### src/rtl/mmio_timer_pkg.sv
// Shared definitions for the mmio_timer register window: offsets, bit indices, size code.
package mmio_timer_pkg;

    localparam logic [1:0] TMR_CTRL    = 2'd0;
    localparam logic [1:0] TMR_COUNT   = 2'd1;
    localparam logic [1:0] TMR_COMPARE = 2'd2;
    localparam logic [1:0] TMR_STATUS  = 2'd3;

    localparam int unsigned CTRL_EN           = 0;
    localparam int unsigned CTRL_AUTO_RELOAD  = 1;
    localparam int unsigned CTRL_IRQ_EN       = 2;
    localparam int unsigned CTRL_PRESCALE_LSB = 8;

    localparam int unsigned STATUS_MATCH  = 0;
    localparam int unsigned STATUS_OVF    = 1;
    localparam int unsigned STATUS_BUSERR = 2;

    localparam logic [2:0]  SIZE_WORD = 3'd2;

    // Only EN, AUTO_RELOAD, IRQ_EN and PRESCALE are stored; all other CTRL bits read 0.
    localparam logic [31:0] CTRL_MASK = 32'h0000_FF07;

endpackage

### src/rtl/timer_prescaler.sv
// 8-bit prescaler: emits one tick every prescale+1 enabled cycles; holds while disabled.
module timer_prescaler (
    input  logic       CLK,
    input  logic       reset,
    input  logic       en,
    input  logic       clr,
    input  logic [7:0] prescale,
    output logic       tick
);

    logic [7:0] cnt;

    assign tick = en && (cnt == prescale);

    always_ff @(posedge CLK or negedge reset) begin
        if (!reset) begin
            cnt <= 8'd0;
        end else if (clr) begin
            cnt <= 8'd0;
        end else if (en) begin
            cnt <= tick ? 8'd0 : cnt + 8'd1;
        end
    end

endmodule

### src/rtl/mmio_timer.sv
// Memory-mapped 32-bit timer: prescaled up-counter with compare match, overflow and level irq.
module mmio_timer
    import mmio_timer_pkg::*;
#(
    parameter logic [31:0] BASE_ADDR = 32'h0000_1000
) (
    input  logic        CLK,
    input  logic        reset,
    input  logic        WE,
    input  logic [2:0]  size,
    input  logic [31:0] A,
    input  logic [31:0] WD,
    output logic [31:0] RD,
    output logic        hit,
    output logic        irq
);

    logic [31:0] ctrlReg;
    logic [31:0] countReg;
    logic [31:0] compareReg;
    logic [2:0]  statusReg;

    logic [1:0]  offset;
    logic        wrAccess;
    logic        wrOk;
    logic        busErr;
    logic        countWr;
    logic        tick;
    logic        tickEff;
    logic        matchEv;
    logic        reloadEv;
    logic        ovfEv;
    logic [2:0]  statusClr;
    logic        unusedAddrBits;

    assign hit            = (A[31:4] == BASE_ADDR[31:4]);
    assign offset         = A[3:2];
    assign unusedAddrBits = ^A[1:0];
    assign wrAccess       = WE && hit;
    assign wrOk           = wrAccess && (size == SIZE_WORD);
    assign busErr         = wrAccess && (size != SIZE_WORD);
    assign countWr        = wrOk && (offset == TMR_COUNT);

    timer_prescaler uPrescaler (
        .CLK      (CLK),
        .reset    (reset),
        .en       (ctrlReg[CTRL_EN]),
        .clr      (countWr),
        .prescale (ctrlReg[CTRL_PRESCALE_LSB +: 8]),
        .tick     (tick)
    );

    // A COUNT write pre-empts the tick entirely, including its match/overflow side effects.
    assign tickEff   = tick && !countWr;
    assign matchEv   = tickEff && (countReg == compareReg);
    assign reloadEv  = matchEv && ctrlReg[CTRL_AUTO_RELOAD];
    assign ovfEv     = tickEff && !reloadEv && (countReg == 32'hFFFF_FFFF);
    assign statusClr = (wrOk && (offset == TMR_STATUS)) ? WD[2:0] : 3'b000;

    always_ff @(posedge CLK or negedge reset) begin
        if (!reset) begin
            ctrlReg    <= 32'd0;
            countReg   <= 32'd0;
            compareReg <= 32'hFFFF_FFFF;
            statusReg  <= 3'b000;
        end else begin
            if (wrOk && (offset == TMR_CTRL)) begin
                ctrlReg <= WD & CTRL_MASK;
            end
            if (wrOk && (offset == TMR_COMPARE)) begin
                compareReg <= WD;
            end
            if (countWr) begin
                countReg <= WD;
            end else if (tickEff) begin
                countReg <= reloadEv ? 32'd0 : countReg + 32'd1;
            end
            // Hardware set wins over write-1-to-clear of the same bit.
            statusReg <= (statusReg & ~statusClr) | {busErr, ovfEv, matchEv};
        end
    end

    assign irq = ctrlReg[CTRL_IRQ_EN] && (statusReg[STATUS_MATCH] || statusReg[STATUS_OVF]);

    always_comb begin
        RD = 32'd0;
        if (hit) begin
            unique case (offset)
                TMR_CTRL:    RD = ctrlReg;
                TMR_COUNT:   RD = countReg;
                TMR_COMPARE: RD = compareReg;
                TMR_STATUS:  RD = {29'd0, statusReg};
                default:     RD = 32'd0;
            endcase
        end
    end

endmodule

### config.mk
export PLATFORM = sky130hd
export DESIGN_NAME = mmio_timer
export DESIGN_NICKNAME = d
export VERILOG_FILES = /design/src/rtl/mmio_timer_pkg.sv /design/src/rtl/timer_prescaler.sv /design/src/rtl/mmio_timer.sv
export SDC_FILE = /design/constraint.sdc
export NUM_CORES = 1
export LEC_CHECK = 0
export BUFFER_PORTS_ARGS = -buffer_cell sky130_fd_sc_hd__buf_2
export CAP_MARGIN = 20
export CORE_AREA = 2 2 91 114
export DETAILED_ROUTE_END_ITERATION = 8
export DIE_AREA = 0 0 93 116
export GPL_TIMING_DRIVEN = 0
export PLACE_DENSITY = 0.84
export SYNTH_ARGS = -nofsm -noshare
export SYNTH_HDL_FRONTEND = slang
export SYNTH_SLANG_ARGS = --single-unit
### constraint.sdc
create_clock -name CLK -period 4.05 [get_ports CLK]
set_input_delay 0.81 -clock CLK [delete_from_list [all_inputs] [get_ports CLK]]
set_output_delay 0.81 -clock CLK [all_outputs]
set_load 0.05 [all_outputs]
==> reports/metrics.yaml <==
status: "finished, final reports clean"
post_cts.repair.setup_buffers: 0
worstPathCellList: "buf_2 > nor4_1 > nand3_1 > or2_2 > clkbuf_1 > clkbuf_1 > nor2_1 > buf_2"
clkSinkCount: 86
cts_resized: 0
drcViolationCount: 0
pin_count: 104
yosysTopAreaCell: "dfrtp_1"
pwr-share-comb_pct: 5.9
synth.distinct_cells: 49
ctsHoldBuffers: 0
clk_latency_ns: 0.36
criticalPathCategory: "input pin to output port"
syn-instance-count: 621
hold_viol_final: 0
rsz0062_at_grt: "no"
clk_path_buf_depth: 2
critPathMaxFanout: 10
grt_pass1_wl_um: 29400
fin_ws_ns: 0.319
yosysSeqAreaShare_pct: 37.9
first_pass_iters: 7
crit_required_ns: 3.24
place_ws_ns: 0.348
cts_made_buffers: 9
fin_area_sq_mm: 0.00674
gp_congestion: 0.974
p_leak_nw: 2.77
tritoncts: "built"
power_frac_seq_pct: 47.6
synth_common_cells: "70 x nor2_1, 54 x dfrtp_1, 42 x nand2_1, 40 x xnor2_1, 37 x a22oi_1"
ctsHtreeMaxLevel: 3
synth_edf_count: 0
intPower_w: 0.00138
fmax_mhz: 268
synth_top_area_share_pct: 23.4
clock_power_share_pct: 46.5
critical_path.endpoint_type: "output port"
vias: 5674
syn2layout_area_growth_pct: 16.6
syn_area_sq_mm: 0.00578
worst_pin_slew_ns: 0.892
die_w_um: 93
antenna_cells: 0
peakVddDrop_v: 0.000196
root_buffer: "clkbuf_16"
slowest_stage: "nor4_1"
synth_async_sr_flop_share_pct: 100
port_buffers: 99
finClkSkew_ns: 0.0112
ant_nets: 0
p_sw_share_pct: 23.8
drtIter0Drc: 535
syn-num-nets: 693
setup_violations: 0
die_area_sq_mm: 0.0108
drive_gt1_share_pct: 30.8
final.setup.tns_ns: 0
synthTopCellsByArea: "dfrtp_1 23%, dfstp_2 15%, mux2_4 7.8%"
yosysWarnings: 0
synth-main-ff-cell: "dfrtp_1"
dpl_cell_area_sq_mm: 0.00645
critical_path.startpoint_type: "input pin"
p_total_w: 0.00181
slowest_delay_ns: 0.35
first_global_vias: 5561
wl_per_cell_um: 21.5
post_synth.cell_area_avg_sq_um: 9.31
ys_ff_latch: 86
viasPerCell: 6.57
start_util_pct: 60.1
antenna_found_initial: 0
clk_pin_slew_worst_paths_ns: 0.06
switching_power_w: 0.000431
maxCapViolCount: 0
dp_hpwl_um: 13400
min_path_type: "input pin to async pin"
period_share_pct: 92.1
synth.most_common_cell: "nor2_1"
chipHeight_um: 116
fin_crit_ns: 3.73
track_usage_pct: 35.6
maxSlewViolCount: 0
rows: 40
core_area_sq_mm: 0.00961
p_per_area_mw_per_mm2: 269
final_nets: 804
max_slew_margin_pct: 40.2
wl_um: 18500
grt-ovfl-total: 0
grt_max_degree: 45
cp.arrival_ns: 2.92
==> cells in the final DEF, fill, tap and decap left out, types with 4 or more instances in the layout <==
cell / instances
nor2_1: 70
dfstp_2: 32
dfrtp_1: 54
nand2_1: 42
a31oi_1: 20
or3_1: 6
a21oi_1: 32
mux2i_1: 10
mux2_4: 30
and3_1: 5
a22oi_1: 37
and2_1: 12
o21ai_0: 27
xor2_1: 5
buf_12: 4
nand4_1: 24
buf_2: 112
nand3_1: 18
or2_2: 6
inv_1: 10
xnor2_1: 40
nor3_1: 22
nor4_1: 12
mux2_2: 12
clkbuf_16: 9
o31ai_1: 6
clkbuf_1: 33
a32oi_1: 4
==> state kept, by name, summed over array words and instances, names as in the netlist <==
name / cells
ctrlReg: 11
uPrescaler.cnt: 8
compareReg: 32
statusReg: 3
countReg: 32
==> cell families after synthesis <==
kind of cell | share of synthesized area, %
flops | 37.9
buf+inv | 5.11
fa+ha+maj | 0.433
xor+xnor | 6.82
simple gates | 22.5
compound gates | 14.2
mux | 13.0
==> per-layer routing <==
layer	up-vias	wire length, um	global-route usage [%]
met5	-	0	0
met1	2759	6830	44.1
li1	2485	-	-
met2	351	9160	58.7
met4	0	901	19.4
met3	79	1630	7.09
==> through the flow <==
step | std cells | util (%) | hold WS (ns)
floorplan | 621 | - | 0.464
global placement | 846 | 66.9 | 0.482
detailed placement | 847 | 67.2 | 0.488
CTS | 863 | 70.1 | 0.480
global route | 863 | 70.1 | 0.494
finish | 863 | 70.1 | 0.453
==> worst max-delay path: cells and delay by family <==
| family | cells | cell delay (ns) |
|---|---|---|
| AND/OR/NAND/NOR | 4 | 1.09 |
| buffers and inverters | 4 | 1.01 |
==> final timing paths <==
kind / from / endpoint / slack (ns) / cells after the start
worst max register to register: countReg[22]$_DFFE_PN0P_ / countReg[25]$_DFFE_PN0P_ / 1.10 / 9
max in group asynchronous: reset / compareReg[13]$_DFFE_PN1P_ / 2.90 / 2
worst min register to register: statusReg[2]$_DFF_PN0_ / statusReg[2]$_DFF_PN0_ / 0.50 / 2
min in group CLK: statusReg[2]$_DFF_PN0_ / statusReg[2]$_DFF_PN0_ / 0.50 / 2
worst max-delay path: A[18] / RD[28] / 0.32 / 8
worst min-delay path: reset / countReg[23]$_DFFE_PN0P_ / 0.45 / 1
==> cell type report <==
cell class | count | area (sq um)
Buffer | 49 | 258
Clock buffer | 12 | 236
Clock inverter | 4 | 48.8
Fill cell | 763 | 2870
Inverter | 10 | 37.5
Multi-Input combinational cell | 476 | 3290
Sequential cell | 86 | 2190
Tap cell | 126 | 158
Timing Repair Buffer | 100 | 518
==> power groups by stage <==
| stage | registers (W) | clock network [W] | logic (W) |
|---|---|---|---|
| final | 0.000863 | 0.000843 | 0.000107 |
| after global routing | 0.000862 | 0.000882 | 0.000117 |
| after CTS | 0.000863 | 0.000828 | 0.000106 |
| after detailed placement | 0.000878 | 0 | 0.000105 |
| after global placement | 0.000877 | 0 | 0.000101 |
| after floorplan | 0.000878 | 0 | 0.0000326 |
(Power assumes the default switching activity.)
